**src/rtl/wb_stage_if.sv**
```systemverilog
// Write-back stage bus: memory-stage inputs, stall/flush, register-file and forwarding outputs.
// The perf-counter port exists only when WB_PERF_CNT_EN is defined.
interface wb_stage_if #(
  parameter int DATA_W = 32
`ifdef WB_PERF_CNT_EN
  , parameter int RET_CNT_W = 64
`endif
);
  logic              stall_in;
  logic              flush_in;
  logic              valid_in;
  logic [DATA_W-1:0] alu_result_in;
  logic [DATA_W-1:0] read_data_in;
  logic [4:0]        rd_addr_in;
  logic [DATA_W-1:0] pc_plus_4_in;
  logic              reg_write_in;
  logic              mem_to_reg_in;
  logic              link_in;
  logic [2:0]        funct3_in;
  logic              rf_we_out;
  logic [4:0]        rf_waddr_out;
  logic [DATA_W-1:0] rf_wdata_out;
  logic              fwd_valid_out;
  logic [4:0]        fwd_rd_out;
  logic [DATA_W-1:0] fwd_data_out;
  logic              retire_out;
`ifdef WB_PERF_CNT_EN
  logic [RET_CNT_W-1:0] retire_count_out;
`endif

  modport master (
    output stall_in, flush_in, valid_in, alu_result_in, read_data_in, rd_addr_in,
           pc_plus_4_in, reg_write_in, mem_to_reg_in, link_in, funct3_in,
    input  rf_we_out, rf_waddr_out, rf_wdata_out, fwd_valid_out, fwd_rd_out,
           fwd_data_out, retire_out
`ifdef WB_PERF_CNT_EN
    , input retire_count_out
`endif
  );

  modport slave (
    input  stall_in, flush_in, valid_in, alu_result_in, read_data_in, rd_addr_in,
           pc_plus_4_in, reg_write_in, mem_to_reg_in, link_in, funct3_in,
    output rf_we_out, rf_waddr_out, rf_wdata_out, fwd_valid_out, fwd_rd_out,
           fwd_data_out, retire_out
`ifdef WB_PERF_CNT_EN
    , output retire_count_out
`endif
  );
endinterface

```
**src/rtl/wb_stage.sv**
```systemverilog
// MEM/WB register, load formatting and write-back select; outputs one cycle after capture, stall holds, flush wins.
// WB_PERF_CNT_EN adds a wrapping retired-instruction counter.
module wb_stage #(
  parameter int DATA_W = 32
`ifdef WB_PERF_CNT_EN
  , parameter int RET_CNT_W = 64
`endif
) (
  input  logic     clk,
  input  logic     rst_n,
  wb_stage_if.slave bus
);

  logic              r_valid;
  logic              r_written;
  logic              r_reg_write;
  logic              r_mem_to_reg;
  logic              r_link;
  logic [DATA_W-1:0] r_alu;
  logic [DATA_W-1:0] r_rdata;
  logic [DATA_W-1:0] r_pc4;
  logic [4:0]        r_rd;
  logic [2:0]        r_funct3;

  logic              w_fwd_vld;
  logic              w_we;
  logic              w_retire;
  logic [7:0]        w_byte;
  logic [15:0]       w_half;
  logic [DATA_W-1:0] w_load;
  logic [DATA_W-1:0] w_wdata;

  always_ff @(posedge clk or negedge rst_n) begin
    if (!rst_n) begin
      r_valid      <= 1'b0;
      r_written    <= 1'b0;
      r_reg_write  <= 1'b0;
      r_mem_to_reg <= 1'b0;
      r_link       <= 1'b0;
      r_alu        <= '0;
      r_rdata      <= '0;
      r_pc4        <= '0;
      r_rd         <= '0;
      r_funct3     <= '0;
    end else if (bus.flush_in) begin
      r_valid   <= 1'b0;
      r_written <= 1'b0;
    end else if (bus.stall_in) begin
      // Remember the write so a held instruction never writes twice.
      if (w_we) r_written <= 1'b1;
    end else begin
      r_valid      <= bus.valid_in;
      r_written    <= 1'b0;
      r_reg_write  <= bus.reg_write_in;
      r_mem_to_reg <= bus.mem_to_reg_in;
      r_link       <= bus.link_in;
      r_alu        <= bus.alu_result_in;
      r_rdata      <= bus.read_data_in;
      r_pc4        <= bus.pc_plus_4_in;
      r_rd         <= bus.rd_addr_in;
      r_funct3     <= bus.funct3_in;
    end
  end

  always_comb begin
    w_byte = r_rdata[7:0];
    case (r_alu[1:0])
      2'd1:    w_byte = r_rdata[15:8];
      2'd2:    w_byte = r_rdata[23:16];
      2'd3:    w_byte = r_rdata[31:24];
      default: w_byte = r_rdata[7:0];
    endcase
    w_half = r_alu[1] ? r_rdata[31:16] : r_rdata[15:0];
    case (r_funct3)
      3'b000:  w_load = {{(DATA_W-8){w_byte[7]}}, w_byte};
      3'b100:  w_load = {{(DATA_W-8){1'b0}}, w_byte};
      3'b001:  w_load = {{(DATA_W-16){w_half[15]}}, w_half};
      3'b101:  w_load = {{(DATA_W-16){1'b0}}, w_half};
      default: w_load = r_rdata;
    endcase
    if (r_link)            w_wdata = r_pc4;
    else if (r_mem_to_reg) w_wdata = w_load;
    else                   w_wdata = r_alu;
  end

  // Forwarding stays live through a stall; only the RF write is one-shot.
  assign w_fwd_vld = r_valid & r_reg_write & (r_rd != 5'd0);
  assign w_we      = w_fwd_vld & ~r_written;
  assign w_retire  = r_valid & (~bus.stall_in | bus.flush_in);

  assign bus.rf_we_out     = w_we;
  assign bus.rf_waddr_out  = r_valid ? r_rd : 5'd0;
  assign bus.rf_wdata_out  = r_valid ? w_wdata : '0;
  assign bus.fwd_valid_out = w_fwd_vld;
  assign bus.fwd_rd_out    = r_valid ? r_rd : 5'd0;
  assign bus.fwd_data_out  = r_valid ? w_wdata : '0;
  assign bus.retire_out    = w_retire;

`ifdef WB_PERF_CNT_EN
  logic [RET_CNT_W-1:0] r_ret_cnt;

  always_ff @(posedge clk or negedge rst_n) begin
    if (!rst_n)        r_ret_cnt <= '0;
    else if (w_retire) r_ret_cnt <= r_ret_cnt + 1'b1;
  end

  assign bus.retire_count_out = r_ret_cnt;
`endif

endmodule
```
**src/flat_wrapper.sv**
```systemverilog
// flat-port wrapper written by rule: the top's interface ports become plain ports
module wb_stage_flat 
#(
  parameter int DATA_W = 32

)
  (clk, rst_n, bus_stall_in, bus_flush_in, bus_valid_in, bus_alu_result_in, bus_read_data_in, bus_rd_addr_in, bus_pc_plus_4_in, bus_reg_write_in, bus_mem_to_reg_in, bus_link_in, bus_funct3_in, bus_rf_we_out, bus_rf_waddr_out, bus_rf_wdata_out, bus_fwd_valid_out, bus_fwd_rd_out, bus_fwd_data_out, bus_retire_out);
  wb_stage_if #(.DATA_W(DATA_W)) bus_i ();
  input  logic clk;
  input  logic rst_n;
  input wire logic [$bits(bus_i.stall_in)-1:0] bus_stall_in;
  input wire logic [$bits(bus_i.flush_in)-1:0] bus_flush_in;
  input wire logic [$bits(bus_i.valid_in)-1:0] bus_valid_in;
  input wire logic [$bits(bus_i.alu_result_in)-1:0] bus_alu_result_in;
  input wire logic [$bits(bus_i.read_data_in)-1:0] bus_read_data_in;
  input wire logic [$bits(bus_i.rd_addr_in)-1:0] bus_rd_addr_in;
  input wire logic [$bits(bus_i.pc_plus_4_in)-1:0] bus_pc_plus_4_in;
  input wire logic [$bits(bus_i.reg_write_in)-1:0] bus_reg_write_in;
  input wire logic [$bits(bus_i.mem_to_reg_in)-1:0] bus_mem_to_reg_in;
  input wire logic [$bits(bus_i.link_in)-1:0] bus_link_in;
  input wire logic [$bits(bus_i.funct3_in)-1:0] bus_funct3_in;
  output wire logic [$bits(bus_i.rf_we_out)-1:0] bus_rf_we_out;
  output wire logic [$bits(bus_i.rf_waddr_out)-1:0] bus_rf_waddr_out;
  output wire logic [$bits(bus_i.rf_wdata_out)-1:0] bus_rf_wdata_out;
  output wire logic [$bits(bus_i.fwd_valid_out)-1:0] bus_fwd_valid_out;
  output wire logic [$bits(bus_i.fwd_rd_out)-1:0] bus_fwd_rd_out;
  output wire logic [$bits(bus_i.fwd_data_out)-1:0] bus_fwd_data_out;
  output wire logic [$bits(bus_i.retire_out)-1:0] bus_retire_out;
  assign bus_i.stall_in = bus_stall_in;
  assign bus_i.flush_in = bus_flush_in;
  assign bus_i.valid_in = bus_valid_in;
  assign bus_i.alu_result_in = bus_alu_result_in;
  assign bus_i.read_data_in = bus_read_data_in;
  assign bus_i.rd_addr_in = bus_rd_addr_in;
  assign bus_i.pc_plus_4_in = bus_pc_plus_4_in;
  assign bus_i.reg_write_in = bus_reg_write_in;
  assign bus_i.mem_to_reg_in = bus_mem_to_reg_in;
  assign bus_i.link_in = bus_link_in;
  assign bus_i.funct3_in = bus_funct3_in;
  assign bus_rf_we_out = bus_i.rf_we_out;
  assign bus_rf_waddr_out = bus_i.rf_waddr_out;
  assign bus_rf_wdata_out = bus_i.rf_wdata_out;
  assign bus_fwd_valid_out = bus_i.fwd_valid_out;
  assign bus_fwd_rd_out = bus_i.fwd_rd_out;
  assign bus_fwd_data_out = bus_i.fwd_data_out;
  assign bus_retire_out = bus_i.retire_out;
  wb_stage #(.DATA_W(DATA_W)) u_core (.clk(clk), .rst_n(rst_n), .bus(bus_i));
endmodule
```
**config.mk**
```make
export PLATFORM = sky130hd
export DESIGN_NAME = wb_stage_flat
export DESIGN_NICKNAME = d
export VERILOG_FILES = /design/src/rtl/wb_stage_if.sv /design/src/rtl/wb_stage.sv /design/src/flat_wrapper.sv
export SDC_FILE = /design/constraint.sdc
export NUM_CORES = 1
export LEC_CHECK = 0
export CELL_PAD_IN_SITES_DETAIL_PLACEMENT = 1
export CELL_PAD_IN_SITES_GLOBAL_PLACEMENT = 1
export CORE_MARGIN = 4
export CORE_UTILIZATION = 35
export DETAILED_ROUTE_END_ITERATION = 8
export GPL_TIMING_DRIVEN = 0
export PLACE_DENSITY = 0.86
export SYNTH_ARGS = -nofsm -noshare
export SYNTH_HDL_FRONTEND = slang
export SYNTH_SLANG_ARGS = --single-unit
```
**constraint.sdc**
```tcl
create_clock -name clk -period 2.1 [get_ports clk]
set_input_delay 0.21 -clock clk [delete_from_list [all_inputs] [get_ports clk]]
set_output_delay 0.21 -clock clk [all_outputs]
set_load 0.02 [all_outputs]
```
# Word-level counts from Yosys, hierarchy flattened
# Cells that the tools add are included.
[word_totals] ff_bits=109 latchBits=0 mem_bits_rw=0 mem_bits_ro=0 input_bits=112 output_inout_bits=77 wordCells=41 mem_count=0
[op_classes] add_sub_neg=0 n_mul=0 n_div=0 n_lt_le_gt_ge=0 n_eq_ne=8 shifts=0 muxes=12 n_bitwise=8 n_reduce_logical=3
[ops] operator="$pmux W32 S4" n=1
[ops] operator="$mux W32" n=3
[ops] operator="$pmux W8 S3" n=1
[ops] operator="$mux W16" n=1
[ops] operator="$eq A3 B3 Y1 const B" n=2
[ops] operator="$mux W1" n=5
[ops] operator="$mux W5" n=1
[ops] operator="$reduce_bool A5 Y1" n=1
[ops] operator="$and A1 B1 Y1" n=4
[ops] operator="$eq A2 B2 Y1 const B" n=2
[ops] operator="$eq A3 B1 Y1 const B" n=1
[ops] operator="$logic_not A3 Y1" n=1
[ops] operator="$ne A3 B1 Y1 const B" n=1
[ops] operator="$not A1 Y1" n=3
[ops] operator="$eq A2 B1 Y1 const B" n=1
[ops] operator="$ne A2 B1 Y1 const B" n=1
[ops] operator="$reduce_and A2 Y1" n=1
[ops] operator="$or A1 B1 Y1" n=1

# Depth between registers and ports, before layout
# Gate-level depths: netlist (run 1).
[depth] depth_word=6 depth_mapped=7 depth_no_buf=4

# Worst setup path before layout (run 1)
# Ideal clock, no wire load.
[synth_path] kind="reg2out" from="reg u_core.r_alu[1]" to="out bus_rf_wdata_out[14]" t_arrival_ns=2.042 path_slack_ns=-0.152 path_stages_with_launch=7 path_cell_list="dfrtp_1 buf_4 or2_2 o22ai_1 or2b_1 a311oi_1 buf_4"
[synth_via] elab_chain_cells=6 elab_cells_between_ends=9
[synth_lines] element="start: declaration" line_no="wb_stage.sv:19" source="logic [DATA_W-1:0] r_alu;"
[synth_lines] element="start signal: assignment" line_no="wb_stage.sv:57" source="r_alu <= bus.alu_result_in;"
[synth_lines] element="$eq A2 B2 Y1 or $eq A2 B1 Y1 (tied branches)" line_no="wb_stage.sv:67" source="case (r_alu[1:0])"
[synth_lines] element="$pmux W8 S3" line_no="wb_stage.sv:67"
[synth_lines] element="$pmux W32 S4 (*)" line_no="wb_stage.sv:74" source="case (r_funct3)"
[synth_lines] element="$mux W32 (*)" line_no="wb_stage.sv:82" source="else if (r_mem_to_reg) w_wdata = w_load;"
[synth_lines] element="$mux W32 (*)" line_no="wb_stage.sv:81" source="if (r_link) w_wdata = r_pc4;"
[synth_lines] element="$mux W32 (*)"
[synth_lines] element="end: declaration" line_no="flat_wrapper.sv:24" source="output wire logic [$bits(bus_i.rf_wdata_out)-1:0] bus_rf_wdata_out;"
# Every way passes the cells marked *; elsewhere a longest branch is shown, timed or not.

# Final worst setup path (run 1)
[layout_path] from="reg u_core.r_alu[1]" to="out bus_rf_wdata_out[16]"
[layout_via] elab_chain_cells=6 elab_cells_between_ends=9
[layout_lines] element="$eq A2 B2 Y1 or $eq A2 B1 Y1 (tied branches)" line_no="wb_stage.sv:67"
[layout_lines] element="$pmux W8 S3" line_no="wb_stage.sv:67"
[layout_lines] element="$pmux W32 S4 (*)" line_no="wb_stage.sv:74"
[layout_lines] element="$mux W32 (*)" line_no="wb_stage.sv:82"
[layout_lines] element="$mux W32 (*)" line_no="wb_stage.sv:81"
[layout_lines] element="$mux W32 (*)" line_no="wb_stage.sv:93" source="assign bus.rf_wdata_out = r_valid ? w_wdata : '0;"
# Marked as above.

==> out/qor.txt, run 1 <==
crit path time final = 2.65 ns
failing checks = negative setup slack
status = finished with violations
CP arrival = 2.44 ns
hold crit path type = input port to register
Slew HR = 0.439
RSZ-0062 raised after global routing = true
final setup violation count = 64
Clock Tree Root = clkbuf_16
skew final = 0.00486 ns
critical path's largest stage delay = 0.45 ns
critical path class = register to output pin
Final Cell Area = 9230 sq um
Max Cap Violations = 0
dominant cell type by area after synthesis = dfrtp_1
Residual DRC = 0
Post-Syn Instances = 536
Top Registers = u_core.r_alu x32, u_core.r_pc4 x32, u_core.r_rdata x32
clock slew at reported path FFs = 0.07 ns
top cells by area, synth = dfrtp_1 47%, mux2_2 18%, buf_4 5.0%, o21ai_0 3.8%, a21oi_1 3.5%
syn nets = 648
synth cell count leaders = 109 x dfrtp_1, 93 x mux2_2, 44 x o21ai_0, 40 x a21oi_1, 38 x buf_4
worst skew pair latency = 0.36 ns
worst slew pin tran = 0.841 ns
CTS Buffer Depth = 2
max-slew violations = 0
Critical Path Source Type = register
Crit Path Max Fanout = 8
CTS tree = yes
placed insts = 941
CP cell instances = buf_6 > mux2i_4 > a2111oi_4 > a21oi_4 > buf_6 > buf_8 > a21oi_4 > buf_6 > buf_6
dominant synthesized flop cell = dfrtp_1
PwrDens = 746 nW/um^2
Vias = 5555
Tcrit/Tclk final = 1.26
maximum VDD drop = 0.483 mV
mux share of post-synthesis cell area = 0.205
die width = 136 um
Mapped Area = 5750 sq um
Fin. Hold Viols = 0
most numerous cell in the Yosys netlist = dfrtp_1
CTS sink cnt = 109
Synth Area in XOR/XNOR = 0
crit-path most repeated cell = buf_6
Die H = 136 um
CP required = 1.89 ns
sequential fraction of the synthesis area = 0.475
Pre-antenna DRT Iters = 4
largest family of logic cells by synthesized area = multiplexers
Yosys warning count = 0
Synth async-reset ratio = 1.00
first-pass GRT wire length = 35.8 mm
post-synthesis simple-gate area fraction = 0.0879
largest net degree at the start of global routing = 60
Overall Global Routing Usage = 0.255
DP HPWL = 16.3 mm
synthesized flop and latch total = 109
Avg Cell Area, Syn = 10.7 sq um
global placer's final weighted congestion = 0.888
adder-cell share of the synthesized area = 0
core area = 16000 sq um
drt initial violations = 374
DR WL/cell = 25.9 um
layout cells sized above 1 = 0.441
Lkg Pwr = 3.94 nW
dpl cell area = 7960 sq um
Crit-path slowest cell = a2111oi_4
ANT nets after route = 0
I/O Buffers = 188
Critical Path Sink Type = output pin
Yosys top cell area share = 0.475
number of global-route vias before repair = 6152
total grt overflow = 0
# nets final = 889
Ports = 189
CTS H-Tree Depth = 3
number of synthesized flops with an enable pin = 0
fin cells = 997
Die ar. = 18500 sq um
initial core utilization = 0.359
number of cell rows = 46
Synth Area in Compound Gates = 0.143
wirelength, routed = 25.8 mm
Netlist cell types = 42
fin worst setup slack = -0.551 ns
drt via density = 5.57
Area Growth Syn to Fin = 60.5%
FMAX = 0.377 GHz
CTS buffer count = 9
antenna violations before repair = 2
[placed cells by master (no fill, tap or decap), types with 13 or more instances in the layout]
cell type / synthesis / layout
clkdlybuf4s50_1: 0 / 110
dfrtp_1: 109 / 108
mux2_2: 93 / 91
buf_4: 38 / 73
buf_6: 0 / 69
o21ai_0: 44 / 44
nand2_1: 24 / 23
a21oi_1: 40 / 19
inv_1: 17 / 16
and3_1: 16 / 16
nor2_1: 15 / 13
[worst max-delay path: cells and delay by family, from the launching register on]
family | cells | cell delay, ns
flops | 1 | 0.41
buf+inv | 5 | 0.67
compound gates | 3 | 0.78
mux | 1 | 0.20
[routing by layer]
metal | global-route usage | vias up | routed length [um]
met5 | 0 | - | 0
met4 | 0.106 | 0 | 1050
met1 | 0.302 | 2827 | 9900
met2 | 0.446 | 302 | 13000
met3 | 0.0570 | 69 | 1850
li1 | - | 2357 | -
[kinds of logic (layout without fill, tap and decap cells)]
kind of cell / count (synthesis) / in the layout
AOI/OAI and AO/OA: 132 / 132
DFF: 109 / 109
muxes: 106 / 106
buffers and inverters: 95 / 339
and+or+nand+nor: 94 / 94
other: 0 / 1
[worst paths after layout]
check	startpoint	to	slack, ns	cells after the start
max in group asynchronous	rst_n	u_core.r_alu[24]	0.90	3
min in group asynchronous	rst_n	u_core.r_rdata[2]	0.44	2
hold / removal	bus_alu_result_in[2]	u_core.r_alu[2]	0.42	3
setup / recovery	u_core.r_alu[1]	bus_rf_wdata_out[16]	-0.55	9
hold reg to reg	u_core.r_pc4[22]	u_core.r_pc4[22]	0.51	1
setup reg to reg	u_core.r_link	u_core.r_link	0.63	4
[power by group]
group	switching (W)	leakage [nW]	internal, W
registers	0.000300	1.29	0.00240
clock network	0.000793	0.128	0.000860
logic	0.00125	2.52	0.00128
total	0.00234	3.94	0.00454
[layout make-up]
| class | instances | area (sq um) |
|---|---|---|
| antenna | 1 | 2.50 |
| buffer | 75 | 574 |
| clock buffer | 13 | 260 |
| clock inverter | 1 | 7.51 |
| fill | 1718 | 6780 |
| inverter | 17 | 63.8 |
| multi-input combinational | 332 | 3000 |
| sequential | 109 | 2730 |
| tap | 216 | 270 |
| timing repair buffer | 233 | 2320 |
[through the flow]
stage	hold WS, ns	worst slack, ns	util	TNS, ns	total power, W
CTS	0.413	-0.445	0.554	-17.73	0.00650
finish	0.423	-0.551	0.577	-27.81	0.00689
detailed placement	0.308	-0.726	0.498	-51.77	0.00447
global placement	0.485	-3.27	0.496	-397.16	0.00437
floorplan	-0.0856	-0.152	-	-0.305	0.00362
global route	0.426	-0.587	0.577	-30.70	0.00713
[repair_timing]
item                                    in CTS  in global routing
endpoints found under the hold margin       50                  0
endpoints found under the setup margin      77                 65
buffers inserted                            31                 13
hold buffers                                 1                  0
resized for setup                          447                 75
cloned                                       1                  0
pin swaps                                   20                 16
No activity file was read; power rests on OpenSTA's default activity.
==> run 2: changes to the inputs <==
--- a/config.mk
+++ b/config.mk
@@ -11,6 +11,7 @@
 export CORE_UTILIZATION = 35
 export DETAILED_ROUTE_END_ITERATION = 8
 export GPL_TIMING_DRIVEN = 0
+export HOLD_SLACK_MARGIN = 0.03
 export PLACE_DENSITY = 0.86
 export SYNTH_ARGS = -nofsm -noshare
 export SYNTH_HDL_FRONTEND = slang
==> results of run 2 <==
The final DEF is identical to that of run 1; final timing and power are the same.
==> run 3: changes to the inputs <==
--- a/config.mk
+++ b/config.mk
@@ -13,6 +13,7 @@
 export GPL_TIMING_DRIVEN = 0
 export HOLD_SLACK_MARGIN = 0.03
 export PLACE_DENSITY = 0.86
+export SLEW_MARGIN = 20
 export SYNTH_ARGS = -nofsm -noshare
 export SYNTH_HDL_FRONTEND = slang
 export SYNTH_SLANG_ARGS = --single-unit
==> run 3 against run 2 <==
The run still ends with negative setup slack left. Register-to-register slack is essentially flat. Maximum frequency increased by 0.48%. Flip-flop and latch count unchanged. Non-clock buffer count unchanged. Clock power barely moved. Largest cell class unchanged. Largest power group unchanged. Highest routed layer unchanged.
==> out/qor.txt, run 3 (synthesis results as in run 1) <==
cells on worst reg2reg path = 4
worst slew pin tran = 0.850 ns
FF-to-FF setup slack = 0.63 ns
Pre-antenna DRT Iters = 4
hold crit path type = input port to async pin
initial core utilization = 0.359
dpl cell area = 7970 sq um
commonest cells after routing, fill and taps aside = 110 x clkdlybuf4s50_1, 108 x dfrtp_1, 91 x mux2_2, 72 x buf_4, 70 x buf_6
Die ar. = 18500 sq um
core area = 16000 sq um
die width = 136 um
endpoint of the worst register-to-register path = u_core.r_link
hold slack = 0.368 ns
Area Growth Syn to Fin = 60.6%
crit path time final = 2.64 ns
# nets final = 889
Tcrit/Tclk final = 1.26
FMAX = 0.379 GHz
drt via density = 5.58
status = finished with violations
Top Registers = u_core.r_alu x32, u_core.r_pc4 x32, u_core.r_rdata x32
setup TNS = -27.54 ns
fin worst setup slack = -0.539 ns
Critical Path Sink Type = output pin
Overall Global Routing Usage = 0.255
Max Cap Violations = 0
CP required = 1.89 ns
commonest non-fill, non-tap cell in the layout = clkdlybuf4s50_1
dpl ws = -0.726 ns
global placer's final weighted congestion = 0.888
Critical Path Source Type = register
CTS sink cnt = 109
number of cell rows = 46
DR WL/cell = 25.9 um
worst r2r src = u_core.r_link
number of global-route vias before repair = 6151
CTS tree = yes
Vias = 5567
critical path's largest stage delay = 0.45 ns
CTS Buffer Depth = 2
first-pass GRT wire length = 35.8 mm
total grt overflow = 0
largest net degree at the start of global routing = 60
crit-path most repeated cell = buf_6
CP arrival = 2.43 ns
worst skew pair latency = 0.36 ns
Final Power = 0.00690 W
failing checks = negative setup slack
Crit-path slowest cell = a2111oi_4
drt initial violations = 388
critical path class = register to output pin
max-slew violations = 0
Final Cell Area = 9230 sq um
antenna violations before repair = 2
CTS buffer count = 9
Fin. Hold Viols = 0
I/O Buffers = 188
Die H = 136 um
final setup violation count = 64
PwrDens = 747 nW/um^2
ANT nets after route = 0
CTS H-Tree Depth = 3
maximum VDD drop = 0.484 mV
Crit Path Max Fanout = 8
CP cell instances = buf_6 > mux2i_4 > a2111oi_4 > a21oi_4 > buf_6 > buf_8 > a21oi_4 > buf_6 > buf_6
DP HPWL = 16.3 mm
layout cells sized above 1 = 0.441
Lkg Pwr = 3.94 nW
skew final = 0.00555 ns
Ports = 189
Clock Tree Root = clkbuf_16
RSZ-0062 raised after global routing = true
wirelength, routed = 25.9 mm
clock slew at reported path FFs = 0.07 ns
Residual DRC = 0
Slew HR = 0.433
run 3: cell counts in the layout (fill, tap and decap cells not counted):
No cell type changed its count.
run 3: worst max-delay path, delay by kind of cell (launching register included):
family                 cells  cell delay [ns]
flip-flops                 1             0.41
buffers and inverters      5             0.67
AO/OA/AOI/OAI              3             0.78
multiplexers               1             0.20
run 3: repair_timing:
action,CTS,global route
gates cloned,1,0
hold buffers,1,0
endpoints found under the hold margin,50,0
setup endpoints to repair,77,65
gates resized for setup,447,75
setup buffers,31,13
pin swaps,20,16
run 3: report_power, final:
group | switching [W] | internal (W) | total, W
Sequential | 0.000300 | 0.00240 | 0.00270
Clock | 0.000803 | 0.000860 | 0.00166
Combinational | 0.00125 | 0.00128 | 0.00254
Total | 0.00236 | 0.00454 | 0.00690
run 3: metal layers:
| layer | vias to the layer above | wire [um] | GRT usage |
|---|---|---|---|
| met5 | - | 0 | 0 |
| met4 | 0 | 1060 | 0.106 |
| li1 | 2351 | - | - |
| met1 | 2844 | 9800 | 0.302 |
| met3 | 65 | 1960 | 0.0570 |
| met2 | 307 | 13000 | 0.446 |
run 3: how the worst max path moves through the flow:
stage                          startpoint              endpoint  slack (ns)
final                     u_core.r_alu[1]  bus_rf_wdata_out[16]       -0.54
after global routing      u_core.r_alu[1]  bus_rf_wdata_out[19]       -0.59
after CTS                 u_core.r_alu[0]   bus_rf_wdata_out[8]       -0.44
after detailed placement    u_core.r_link   bus_rf_wdata_out[7]       -0.73
after global placement              rst_n      u_core.r_alu[22]       -3.27
after floorplan           u_core.r_alu[1]  bus_rf_wdata_out[14]       -0.15
run 3: final cells by class:
| cell class | count | area [sq um] |
|---|---|---|
| Sequential cell | 109 | 2730 |
| Clock buffer | 13 | 260 |
| Fill cell | 1718 | 6770 |
| Tap cell | 216 | 270 |
| Timing Repair Buffer | 233 | 2320 |
| Antenna cell | 1 | 2.50 |
| Inverter | 17 | 63.8 |
| Clock inverter | 1 | 7.51 |
| Multi-Input combinational cell | 332 | 3000 |
| Buffer | 75 | 574 |
run 3: metrics by stage:
| stage | util | cells |
|---|---|---|
| after global routing | 0.577 | 997 |
| after detailed placement | 0.498 | 941 |
| final | 0.577 | 997 |
| after global placement | 0.496 | 940 |
| after CTS | 0.554 | 987 |
| after floorplan | - | 536 |
